### config.mk
export PLATFORM = sky130hd
export DESIGN_NAME = axi4lite_slave_regs
export DESIGN_NICKNAME = d
export VERILOG_FILES = /design/src/rtl/axi4lite_slave_regs.sv
export SDC_FILE = /design/constraint.sdc
export NUM_CORES = 1
export LEC_CHECK = 0
export BUFFER_PORTS_ARGS = -buffer_cell sky130_fd_sc_hd__buf_2
export CAP_MARGIN = 25
export CORE_ASPECT_RATIO = 1.75
export CORE_MARGIN = 5
export CORE_UTILIZATION = 57
export CTS_BUF_LIST = sky130_fd_sc_hd__clkbuf_8
export DETAILED_ROUTE_END_ITERATION = 10
export MAX_ROUTING_LAYER = met4
export PLACE_DENSITY = 0.87
export SLEW_MARGIN = 20
export SYNTH_ARGS = -nofsm -noshare
export SYNTH_HDL_FRONTEND = slang
export SYNTH_SLANG_ARGS = --single-unit
### constraint.sdc
create_clock -name clk -period 2.75 [get_ports clk]
set_input_delay 0.1375 -clock clk [delete_from_list [all_inputs] [get_ports clk]]
set_output_delay 0.1375 -clock clk [all_outputs]
set_load 0.02 [all_outputs]
### src/rtl/axi4lite_slave_regs.sv
// axi4lite_slave_regs: AXI4-Lite slave with three read/write registers and a
// read-only ID register at word address 3. AW and W may arrive in any order or
// together; the write commits one cycle after both are held. Reads have a
// fixed latency of one cycle and run independently of the write path.
module axi4lite_slave_regs #(
    parameter int                    ADDR_WIDTH = 2,
    parameter int                    DATA_WIDTH = 8,
    parameter logic [DATA_WIDTH-1:0] ID_VALUE   = 8'hA5
) (
    input  logic                      clk,
    input  logic                      rst,
    // AW channel
    input  logic [ADDR_WIDTH-1:0]     s_awaddr,
    input  logic                      s_awvalid,
    output logic                      s_awready,
    // W channel
    input  logic [DATA_WIDTH-1:0]     s_wdata,
    input  logic [DATA_WIDTH/8-1:0]   s_wstrb,
    input  logic                      s_wvalid,
    output logic                      s_wready,
    // B channel
    output logic [1:0]                s_bresp,
    output logic                      s_bvalid,
    input  logic                      s_bready,
    // AR channel
    input  logic [ADDR_WIDTH-1:0]     s_araddr,
    input  logic                      s_arvalid,
    output logic                      s_arready,
    // R channel
    output logic [DATA_WIDTH-1:0]     s_rdata,
    output logic [1:0]                s_rresp,
    output logic                      s_rvalid,
    input  logic                      s_rready,
    // Live register contents, reg0 in the LSBs
    output logic [3*DATA_WIDTH-1:0]   regs_o
);

    localparam int STRB_WIDTH = DATA_WIDTH / 8;
    localparam int NUM_RW     = 3;

    localparam logic [1:0] RESP_OKAY   = 2'b00;
    localparam logic [1:0] RESP_SLVERR = 2'b10;

    typedef enum logic [2:0] {
        ST_IDLE   = 3'd0,
        ST_HAVE_A = 3'd1,
        ST_HAVE_W = 3'd2,
        ST_COMMIT = 3'd3,
        ST_RESP   = 3'd4
    } wr_state_t;

    wr_state_t               state_r;
    logic [DATA_WIDTH-1:0]   regs_r [0:NUM_RW-1];
    logic [ADDR_WIDTH-1:0]   aw_addr_r;
    logic [DATA_WIDTH-1:0]   w_data_r;
    logic [STRB_WIDTH-1:0]   w_strb_r;
    logic                    awready_r;
    logic                    wready_r;
    logic                    bvalid_r;
    logic [1:0]              bresp_r;

    logic                    arready_r;
    logic                    rvalid_r;
    logic [DATA_WIDTH-1:0]   rdata_r;
    logic [1:0]              rresp_r;

    logic                    aw_hs_s;
    logic                    w_hs_s;
    logic                    ar_hs_s;
    logic                    r_hs_s;
    logic                    wr_ok_s;
    logic [DATA_WIDTH-1:0]   rd_mux_s;

    assign aw_hs_s = s_awvalid & awready_r;
    assign w_hs_s  = s_wvalid  & wready_r;
    assign ar_hs_s = s_arvalid & arready_r;
    assign r_hs_s  = rvalid_r  & s_rready;
    // Only the read/write registers accept writes; anything above is an error.
    assign wr_ok_s = (aw_addr_r < ADDR_WIDTH'(NUM_RW));

    // Read data selection from the address presented on AR.
    always_comb begin
        rd_mux_s = {DATA_WIDTH{1'b0}};
        case (s_araddr)
            ADDR_WIDTH'(0): rd_mux_s = regs_r[0];
            ADDR_WIDTH'(1): rd_mux_s = regs_r[1];
            ADDR_WIDTH'(2): rd_mux_s = regs_r[2];
            ADDR_WIDTH'(3): rd_mux_s = ID_VALUE;
            default:        rd_mux_s = {DATA_WIDTH{1'b0}};
        endcase
    end

    // Write FSM: latches AW and W independently, commits, then holds the B response.
    always_ff @(posedge clk) begin
        if (rst) begin
            state_r   <= ST_IDLE;
            awready_r <= 1'b0;
            wready_r  <= 1'b0;
            bvalid_r  <= 1'b0;
            bresp_r   <= RESP_OKAY;
            aw_addr_r <= {ADDR_WIDTH{1'b0}};
            w_data_r  <= {DATA_WIDTH{1'b0}};
            w_strb_r  <= {STRB_WIDTH{1'b0}};
            for (int r = 0; r < NUM_RW; r++) begin
                regs_r[r] <= {DATA_WIDTH{1'b0}};
            end
        end else begin
            case (state_r)
                ST_IDLE: begin
                    if (aw_hs_s && w_hs_s) begin
                        aw_addr_r <= s_awaddr;
                        w_data_r  <= s_wdata;
                        w_strb_r  <= s_wstrb;
                        awready_r <= 1'b0;
                        wready_r  <= 1'b0;
                        state_r   <= ST_COMMIT;
                    end else if (aw_hs_s) begin
                        aw_addr_r <= s_awaddr;
                        awready_r <= 1'b0;
                        wready_r  <= 1'b1;
                        state_r   <= ST_HAVE_A;
                    end else if (w_hs_s) begin
                        w_data_r  <= s_wdata;
                        w_strb_r  <= s_wstrb;
                        awready_r <= 1'b1;
                        wready_r  <= 1'b0;
                        state_r   <= ST_HAVE_W;
                    end else begin
                        awready_r <= 1'b1;
                        wready_r  <= 1'b1;
                    end
                end
                ST_HAVE_A: begin
                    awready_r <= 1'b0;
                    if (w_hs_s) begin
                        w_data_r <= s_wdata;
                        w_strb_r <= s_wstrb;
                        wready_r <= 1'b0;
                        state_r  <= ST_COMMIT;
                    end else begin
                        wready_r <= 1'b1;
                    end
                end
                ST_HAVE_W: begin
                    wready_r <= 1'b0;
                    if (aw_hs_s) begin
                        aw_addr_r <= s_awaddr;
                        awready_r <= 1'b0;
                        state_r   <= ST_COMMIT;
                    end else begin
                        awready_r <= 1'b1;
                    end
                end
                ST_COMMIT: begin
                    awready_r <= 1'b0;
                    wready_r  <= 1'b0;
                    bvalid_r  <= 1'b1;
                    state_r   <= ST_RESP;
                    if (wr_ok_s) begin
                        bresp_r <= RESP_OKAY;
                        for (int r = 0; r < NUM_RW; r++) begin
                            if (aw_addr_r == ADDR_WIDTH'(r)) begin
                                for (int l = 0; l < STRB_WIDTH; l++) begin
                                    if (w_strb_r[l]) begin
                                        regs_r[r][8*l +: 8] <= w_data_r[8*l +: 8];
                                    end
                                end
                            end
                        end
                    end else begin
                        bresp_r <= RESP_SLVERR;
                    end
                end
                ST_RESP: begin
                    if (s_bready) begin
                        bvalid_r  <= 1'b0;
                        bresp_r   <= RESP_OKAY;
                        awready_r <= 1'b1;
                        wready_r  <= 1'b1;
                        state_r   <= ST_IDLE;
                    end else begin
                        awready_r <= 1'b0;
                        wready_r  <= 1'b0;
                    end
                end
                default: begin
                    awready_r <= 1'b0;
                    wready_r  <= 1'b0;
                    bvalid_r  <= 1'b0;
                    bresp_r   <= RESP_OKAY;
                    state_r   <= ST_IDLE;
                end
            endcase
        end
    end

    // Read path: capture data on AR handshake, hold it until the R handshake.
    always_ff @(posedge clk) begin
        if (rst) begin
            arready_r <= 1'b0;
            rvalid_r  <= 1'b0;
            rdata_r   <= {DATA_WIDTH{1'b0}};
            rresp_r   <= RESP_OKAY;
        end else if (rvalid_r) begin
            if (r_hs_s) begin
                rvalid_r  <= 1'b0;
                arready_r <= 1'b1;
            end else begin
                arready_r <= 1'b0;
            end
        end else if (ar_hs_s) begin
            rdata_r   <= rd_mux_s;
            rresp_r   <= RESP_OKAY;
            rvalid_r  <= 1'b1;
            arready_r <= 1'b0;
        end else begin
            arready_r <= 1'b1;
        end
    end

    assign s_awready = awready_r;
    assign s_wready  = wready_r;
    assign s_bvalid  = bvalid_r;
    assign s_bresp   = bresp_r;
    assign s_arready = arready_r;
    assign s_rvalid  = rvalid_r;
    assign s_rdata   = rdata_r;
    assign s_rresp   = rresp_r;
    assign regs_o    = {regs_r[2], regs_r[1], regs_r[0]};

endmodule
==> results of run 1 <==
==> per-stage QoR <==
stage	utilization	instance area (um^2)
after floorplan	-	2080
after global placement	0.668	2380
after detailed placement	0.668	2380
after CTS	0.701	2490
after global routing	0.701	2490
final	0.701	2490
==> worst max-delay path, delay by kind of cell (launching register included) <==
family / cells / cell delay (ns)
flip-flops: 1 / 0.43
AND/OR/NAND/NOR: 3 / 0.95
==> layer usage <==
metal | part of all wire | vias to the layer above
li1 | - | 763
met1 | 0.35 | 684
met2 | 0.57 | 51
met3 | 0.073 | 4
met4 | 0.0095 | 0
met5 | 0 | -
==> cells in the mapped netlist (all sizes together) <==
cell type   n  area share
nor2b       3      0.0091
conb        1      0.0018
edfxtp     24        0.35
nor3b       1      0.0060
nor3        5       0.012
inv         3      0.0054
o31ai       1      0.0036
a211oi      4       0.015
a2bb2oi     4       0.017
dfxtp      28        0.27
nor4bb      1      0.0048
and3b       1      0.0042
a31oi       4       0.012
nand2b      3      0.0091
o221ai      4       0.017
and2        8       0.024
buf        11       0.031
nand4bb     1      0.0054
mux2i       6       0.029
clkbuf      3      0.0054
a21oi      17       0.041
nor2        9       0.016
nand3b      1      0.0036
nand3       2      0.0048
nand2      25       0.045
and2b       1      0.0036
and4bb      1      0.0060
mux2        4       0.022
o32ai       1      0.0079
or3         1      0.0054
nand4b      1      0.0042
o21ai       4      0.0097
==> placed cells by master, fill, tap and decap left out <==
master / instances
inv_2: 1
inv_6: 1
or3_4: 1
nor2_1: 9
nor3b_2: 1
edfxtp_1: 24
a21oi_1: 17
a2bb2oi_1: 4
clkbuf_8: 5
and2_1: 8
buf_2: 57
o32ai_2: 1
o221ai_1: 4
nand2b_1: 3
nand2_1: 25
buf_4: 4
nor2b_1: 3
mux2_2: 4
nor4bb_1: 1
and2b_1: 1
nand4b_1: 1
bufinv_16: 1
dfxtp_1: 28
inv_1: 2
and4bb_2: 1
nand3_1: 2
mux2i_1: 6
a211oi_1: 4
conb_1: 3
o31ai_1: 1
nand3b_1: 1
o21ai_0: 4
nor3_1: 5
and3b_1: 1
clkinvlp_4: 1
a31oi_1: 4
nand4bb_1: 1
==> how the worst max path moves through the flow <==
stage                           from       endpoint  slack, ns  depth (start not counted)
after floorplan           state_r[1]   regs_r[0][0]       1.05                          3
after detailed placement  state_r[2]  regs_r[0][16]       1.23                          3
final                     state_r[2]  regs_r[0][16]       1.22                          3
after global placement    state_r[2]  regs_r[0][20]       1.32                          3
after global routing      state_r[2]  regs_r[0][21]       1.08                          3
after CTS                 state_r[2]  regs_r[0][10]       1.20                          3
==> registers in the layout, indices dropped and copies added (netlist names), named ones only <==
| register | count |
|---|---|
| s_wready | 1 |
| regs_r | 24 |
| s_bresp | 1 |
| s_rdata | 8 |
| s_bvalid | 1 |
| w_data_r | 8 |
| s_arready | 1 |
| state_r | 3 |
| s_awready | 1 |
| w_strb_r | 1 |
| s_rvalid | 1 |
==> layout make-up <==
type | instances | area [um^2]
Sequential cell | 52 | 1280
Multi-Input combinational cell | 116 | 711
Timing Repair Buffer | 61 | 315
Tap cell | 46 | 57.6
Fill cell | 293 | 1060
Clock inverter | 3 | 46.3
Clock buffer | 5 | 68.8
Inverter | 3 | 11.3
==> power by group through the flow <==
stage	combinational, uW	sequential, uW	clock [uW]
2_1_floorplan	92.0	912	0
3_3_place_gp	170	884	0
3_5_place_dp	173	886	0
4_1_cts	174	868	543
5_1_grt	190	875	580
6_report	173	868	526
==> cells by family after synthesis <==
| group | after synthesis | synth area share |
|---|---|---|
| AO/OA/AOI/OAI | 39 | 0.123 |
| buffers and inverters | 17 | 0.0417 |
| other | 1 | 0.00181 |
| multiplexers | 10 | 0.0508 |
| AND/OR/NAND/NOR | 64 | 0.164 |
| flip-flops | 52 | 0.619 |
==> impl_metrics.toml, run 1 <==
[clock_tree]
path_clk_slew_ns = 0.09
clock-sinks = 52
cts_resized = 0
cts_tree = "done"
postCtsHoldBufs = 0
clock_latency_ns = 0.31
post_cts.repair.setup_buffers = 0
cts_root_buffer = "clkbuf_8"
h-tree-depth = 2
cts-buffers-inserted = 5
ctsLongestPathBuffers = 2

[pwr]
p_int_uw = 1180
netSwitchingFraction = 0.244
p_total_uw = 1570
switchingPower_uw = 382
leakagePower_uw = 0.00103
power_frac_seq = 0.554
power_density_nw_per_um2 = 629
combinationalPowerShare = 0.110
clock_power_share = 0.336
max-vdd-ir-drop_mv = 0.582

[global_routing]
grtUsageTotal = 0.180
grt_pass1_vias = 1561
grt_use_met2 = 0.331
grt_use_met1 = 0.163
use_met3 = 0.0573
overflow = 0
grt_pass1_wl_mm = 6.97
busiest_layer = "met2"
antenna_found_initial = 0
grt_max_degree = 31

[layout]
num_antenna_cells = 0
syn_to_final_growth_pct = 20.3
fin_cells = 286
nets = 259
drive_gt1_frac = 0.325

[routing]
initialDrtViolationCount = 52
viasPerCell = 5.25
first_pass_iters = 4
drc_errors = 0
drt-total-wl_mm = 4.01
vias = 1502
post_drt_wl_per_cell_um = 14.0
antenna_left = 0

[timing]
setup_viol = 0
slew_viol_final = 0
rsz0062_at_grt = "false"
relSlewSlack = 0.632
clock_skew_ns = 0.00541
finalHoldViolCount = 0
period_minus_slack_ns = 1.53
finalCritPeriodShare = 0.557
worst_pin_slew_ns = 0.552
hold_slack_ns = 0.0593
tns_ns = 0
max_freq_mhz = 653
setup_ws_ns = 1.22

[logic_synthesis]
syn_inst = 183
netlist_area_um2 = 2070
syn_avg_cell_area_um2 = 11.3
synth_warnings = 0
ys_seq_area_frac = 0.619
ys_seq_elements = 52
synth_cell_types = 35

[critical_path]
critical_path_arrival_ns = 1.70
crit_type = "reg2reg"
cp_slowest_cell = "dfxtp_1"
cp_slowest_stage_delay_ns = 0.43
worstRegToRegCells = 3
crit_path_cell_trace = "nand4b_1, nor3b_2, and2_1"
timing.rr.end = "regs_r[0][16]"
crit_path_end_kind = "flip-flop"
crit_fanout = 14
reg2reg_from = "state_r[2]"
rrSetupSlack_ns = 1.22
critPathRequiredTime_ns = 2.92
critical_path.startpoint_type = "flip-flop"

[place]
gp_congestion = 0.812
hpwl_mm = 3.04
port_buffers = 57
dp_worst_setup_slack_ns = 1.23
placed_cells = 278

[floorplanning]
start_util = 0.582
ios = 61
core-area_um2 = 3560
dieArea_um2 = 4990
rows = 29
die_y_um = 89.7
die_w_um = 55.6

[hold_path]
whs_path_depth = 3
worstHoldPathType = "in2reg"
hold_path_startpoint = "s_awaddr[0]"

[flow_run]
maxCapViolCount = 0

[run_status]
outcome = "finished clean"
Note: power is estimated with default switching activity, not from simulation.
==> run 2: changes to the inputs <==
--- a/config.mk
+++ b/config.mk
@@ -9,11 +9,11 @@
 export CAP_MARGIN = 25
 export CORE_ASPECT_RATIO = 1.75
 export CORE_MARGIN = 5
-export CORE_UTILIZATION = 57
+export CORE_UTILIZATION = 48
 export CTS_BUF_LIST = sky130_fd_sc_hd__clkbuf_8
 export DETAILED_ROUTE_END_ITERATION = 10
 export MAX_ROUTING_LAYER = met4
-export PLACE_DENSITY = 0.87
+export PLACE_DENSITY = 0.78
 export SLEW_MARGIN = 20
 export SYNTH_ARGS = -nofsm -noshare
 export SYNTH_HDL_FRONTEND = slang
==> constraint.sdc (replaced) <==
create_clock -name clk -period 1.4 [get_ports clk]
set_input_delay 0.07 -clock clk [delete_from_list [all_inputs] [get_ports clk]]
set_output_delay 0.07 -clock clk [all_outputs]
set_load 0.02 [all_outputs]
==> impl_metrics.toml, run 2 (synthesized netlist as in run 1, its figures left out) <==
[floorplanning]
die_w_um = 59.7
die_y_um = 96.9
ios = 61
start_util = 0.499
rows = 31
dieArea_um2 = 5780
core-area_um2 = 4150

[routing]
first_pass_iters = 4
post_drt_wl_per_cell_um = 14.4
viasPerCell = 5.18
antenna_left = 0
drt-total-wl_mm = 4.35
initialDrtViolationCount = 49
drc_errors = 0
vias = 1565

[place]
dp_worst_setup_slack_ns = -0.0443
port_buffers = 57
hpwl_mm = 3.38
gp_congestion = 0.757

[critical_path]
worstRegToRegCells = 5
crit_path_cell_trace = "nand4b_1, buf_4, nor3b_4, buf_6, and2_1"
timing.rr.end = "regs_r[0][9]"
crit_fanout = 7
critical_path.startpoint_type = "flip-flop"
crit_end = "regs_r[0][9]"
crit_type = "reg2reg"
reg2reg_from = "state_r[2]"
cp_slowest_stage_delay_ns = 0.32
critPathTopFamily = "simple AND/OR/NAND/NOR gates"
critical_path_arrival_ns = 1.49
critPathRequiredTime_ns = 1.56
critical_path_depth = 5
cp_slowest_cell = "dfxtp_1"
critPathLaunch = "state_r[2]"
crit_buf_inv = 2
crit_path_end_kind = "flip-flop"
rrSetupSlack_ns = 0.07

[timing]
period_minus_slack_ns = 1.33
finalHoldViolCount = 0
setup_viol = 0
finalCritPeriodShare = 0.953
setup_ws_ns = 0.0654
slew_viol_final = 0
tns_ns = 0
max_freq_mhz = 749
clock_skew_ns = 0.00506

[hold_path]
whs_path_depth = 3
worstHoldPathType = "in2reg"

[pwr]
switchingPower_uw = 713
combinationalPowerShare = 0.121
max-vdd-ir-drop_mv = 0.958
clock_power_share = 0.330
power_density_nw_per_um2 = 1180
leakagePower_uw = 0.00111
p_total_uw = 3100
p_int_uw = 2390
netSwitchingFraction = 0.230
power_frac_seq = 0.549

[clock_tree]
cts-buffers-inserted = 5
ctsLongestPathBuffers = 2
clock-sinks = 52
h-tree-depth = 2
path_clk_slew_ns = 0.09
cts_tree = "done"
cts_root_buffer = "clkbuf_8"
clock_latency_ns = 0.29

[layout]
syn_to_final_growth_pct = 27.4
fillers = 358
final_cell_mix = "buf_2, dfxtp_1, nand2_1"
nets = 272
final_common_cell = "buf_2"
largest_reg_flops = 24
drive_gt1_frac = 0.379
largest_register = "regs_r"
num_antenna_cells = 0

[global_routing]
overflow = 0
grtUsageTotal = 0.159
antenna_found_initial = 0
grt_max_degree = 16
grt_pass1_vias = 1511
grt_pass1_wl_mm = 6.87

[flow_run]
maxCapViolCount = 0

[run_status]
outcome = "finished clean"
## run 2: layout make-up
class / instances / area [um^2] / share of cell area
clock buffers: 6 / 82.6 / 0.0313
clock inverters: 2 / 33.8 / 0.0128
inverters: 3 / 11.3 / 0.00427
multi-input cells: 116 / 738 / 0.280
flip-flops and latches: 52 / 1280 / 0.487
well taps: 49 / 61.3 / 0.0232
repair buffers: 74 / 427 / 0.162
## run 2: worst register-to-register path, delay by kind of cell (launching register included)
| family | cells | cell delay, ns |
|---|---|---|
| and+or+nand+nor | 3 | 0.55 |
| DFF | 1 | 0.32 |
| buffers and inverters | 2 | 0.32 |
## run 2: power by group through the flow
stage	clock network [uW]	logic (uW)	registers, uW
finish	1020	375	1700
global route	1120	409	1710
CTS	1050	376	1700
detailed placement	0	365	1740
global placement	0	360	1730
floorplan	0	182	1790
## run 2: how the worst min path moves through the flow
stage | slack [ns] | end | startpoint
CTS | 0.0004 | w_data_r[2] | s_wdata[2]
floorplan | 0.21 | w_data_r[0] | s_wdata[0]
finish | 0.01 | w_data_r[7] | s_wdata[7]
global route | 0.007 | flip-flop | s_awaddr[1]
global placement | 0.31 | flip-flop | s_awaddr[0]
detailed placement | 0.32 | w_data_r[3] | s_wdata[3]
## run 2: metrics by stage
stage          utilization  instance area [um^2]  std cells  hold WS (ns)
3_5_place_dp         0.585                  2430        287         0.320
2_1_floorplan            -                  2080        185         0.206
6_report             0.636                  2640        302        0.0102
5_1_grt              0.636                  2640        302       0.00654
3_3_place_gp         0.585                  2430        287         0.308
4_1_cts              0.632                  2630        301      0.000378
## run 2: timing repair
action                                  CTS  global route
pin swaps                                 2             1
setup buffers                             2             1
hold buffers                              4             0
hold endpoints to repair                  4             0
gates resized for setup                   9             2
endpoints found under the setup margin   24            51
## run 2: layer usage
layer | GRT usage | up-vias | share of wire | wire [um]
met1 | 0.147 | 721 | 0.32 | 1380
met4 | 0.0717 | 0 | 0.018 | 78
met2 | 0.290 | 52 | 0.59 | 2560
met5 | - | - | 0 | 0
met3 | 0.0373 | 6 | 0.075 | 324
li1 | - | 786 | - | -
==> run 3: changes to the inputs <==
--- a/config.mk
+++ b/config.mk
@@ -13,7 +13,7 @@
 export CTS_BUF_LIST = sky130_fd_sc_hd__clkbuf_8
 export DETAILED_ROUTE_END_ITERATION = 10
 export MAX_ROUTING_LAYER = met4
-export PLACE_DENSITY = 0.78
+export PLACE_DENSITY = 0.76
 export SLEW_MARGIN = 20
 export SYNTH_ARGS = -nofsm -noshare
 export SYNTH_HDL_FRONTEND = slang
==> impl_metrics.toml, run 3 (synthesized netlist as in run 1, its figures left out) <==
[clock_tree]
cts-buffers-inserted = 5
h-tree-depth = 2
cts_tree = "done"
path_clk_slew_ns = 0.08
clock_latency_ns = 0.30
clock-sinks = 52
cts_root_buffer = "clkbuf_8"
ctsLongestPathBuffers = 2

[floorplanning]
ios = 61
die_y_um = 96.9
rows = 31
start_util = 0.499
die_w_um = 59.7
dieArea_um2 = 5780
core-area_um2 = 4150

[pwr]
power_density_nw_per_um2 = 1170
max-vdd-ir-drop_mv = 0.868
leakagePower_uw = 0.00110

[routing]
wl_met2_mm = 2.47
post_drt_wl_per_cell_um = 14.7
viasPerCell = 5.17
vias = 1547
drc_errors = 0
initialDrtViolationCount = 33
wl_met1_mm = 1.51
antenna_left = 0
dr.max_layer_used = "met4"
first_pass_iters = 4
drt-total-wl_mm = 4.38
routed-wl-met3_um = 298

[global_routing]
overflow = 0
grtUsageTotal = 0.164
grt_pass1_wl_mm = 7.09
antenna_found_initial = 0
grt_max_degree = 18
grt_pass1_vias = 1544

[place]
hpwl_mm = 3.37
dp_worst_setup_slack_ns = -0.0342
dpl_cell_area_um2 = 2410
port_buffers = 57
gp_congestion = 0.736

[critical_path]
crit_type = "reg2reg"
critical_path.startpoint_type = "flip-flop"
crit_path_end_kind = "flip-flop"
cp_slowest_stage_delay_ns = 0.32
critPathTopFamily = "flip-flops"
crit_fanout = 8
critical_path_arrival_ns = 1.40
cp_slowest_cell = "dfxtp_1"
crit_path_cell_trace = "nand4b_1, o31ai_2, buf_4"
crit_buf_inv = 1
critPathRequiredTime_ns = 1.41

[timing]
tns_ns = 0
setup_viol = 0
rsz0062_at_grt = "true"
max_freq_mhz = 720
finalCritPeriodShare = 0.992
setup_ws_ns = 0.0105
period_minus_slack_ns = 1.39
clock_skew_ns = 0.00791
finalHoldViolCount = 0
slew_viol_final = 0

[layout]
num_antenna_cells = 0
nets = 269
drive_gt1_frac = 0.372
syn_to_final_growth_pct = 26.4
largest_reg_flops = 24
final_common_cell = "buf_2"
finish.utilization = 0.631
stdcell_area_um2 = 2620
largest_register = "regs_r"
final_cell_mix = "buf_2, dfxtp_1, nand2_1"

[flow_run]
maxCapViolCount = 0

[run_status]
outcome = "finished clean"

[hold_path]
worstHoldPathType = "in2reg"
## run 3: report_power, final
part	switching, uW	total [uW]	internal [uW]
registers	47.1	1700	1660
clock network	465	986	521
logic	219	372	153
total	731	3060	2330
## run 3: layout make-up
type,instances,area [um^2]
Tap cell,49,61.3
Inverter,3,11.3
Clock buffer,5,68.8
Multi-Input combinational cell,116,746
Sequential cell,52,1290
Timing Repair Buffer,71,407
Clock inverter,3,37.5
Fill cell,349,1530
## run 3: per-stage QoR
| step | total power, uW | std cells | hold slack, ns |
|---|---|---|---|
| 2_1_floorplan | 1970 | 185 | 0.206 |
| 3_3_place_gp | 2090 | 285 | 0.306 |
| 3_5_place_dp | 2100 | 285 | 0.318 |
| 4_1_cts | 3090 | 298 | 0.00176 |
| 5_1_grt | 3200 | 299 | 0.00373 |
| 6_report | 3060 | 299 | 0.0119 |
## run 3: worst register-to-register path, stage by stage (launching register included)
cell,delay (ns)
dfxtp_1,0.32
nand4b_1,0.31
o31ai_2,0.28
buf_4,0.21
## run 3: worst paths after layout
check	from	to	slack, ns	depth (start not counted)
setup reg to reg	state_r[2]	regs_r[0][0]	0.01	3
setup / recovery	state_r[2]	regs_r[0][0]	0.01	3
hold / removal	s_wdata[0]	w_data_r[0]	0.01	3
hold reg to reg	w_data_r[3]	w_data_r[3]	0.45	2
## run 3: metal layers
metal / up-vias / global-route usage
li1: 784 / -
met1: 707 / 0.161
met2: 47 / 0.289
met3: 9 / 0.0360
met4: 0 / 0.0785
met5: - / -
## run 3: what timing repair did
action,CTS,global route
hold buffers,5,0
gates resized for setup,1,13
buffers inserted,0,1
hold endpoints to repair,5,0
setup endpoints to repair,24,56
pin swaps,1,3
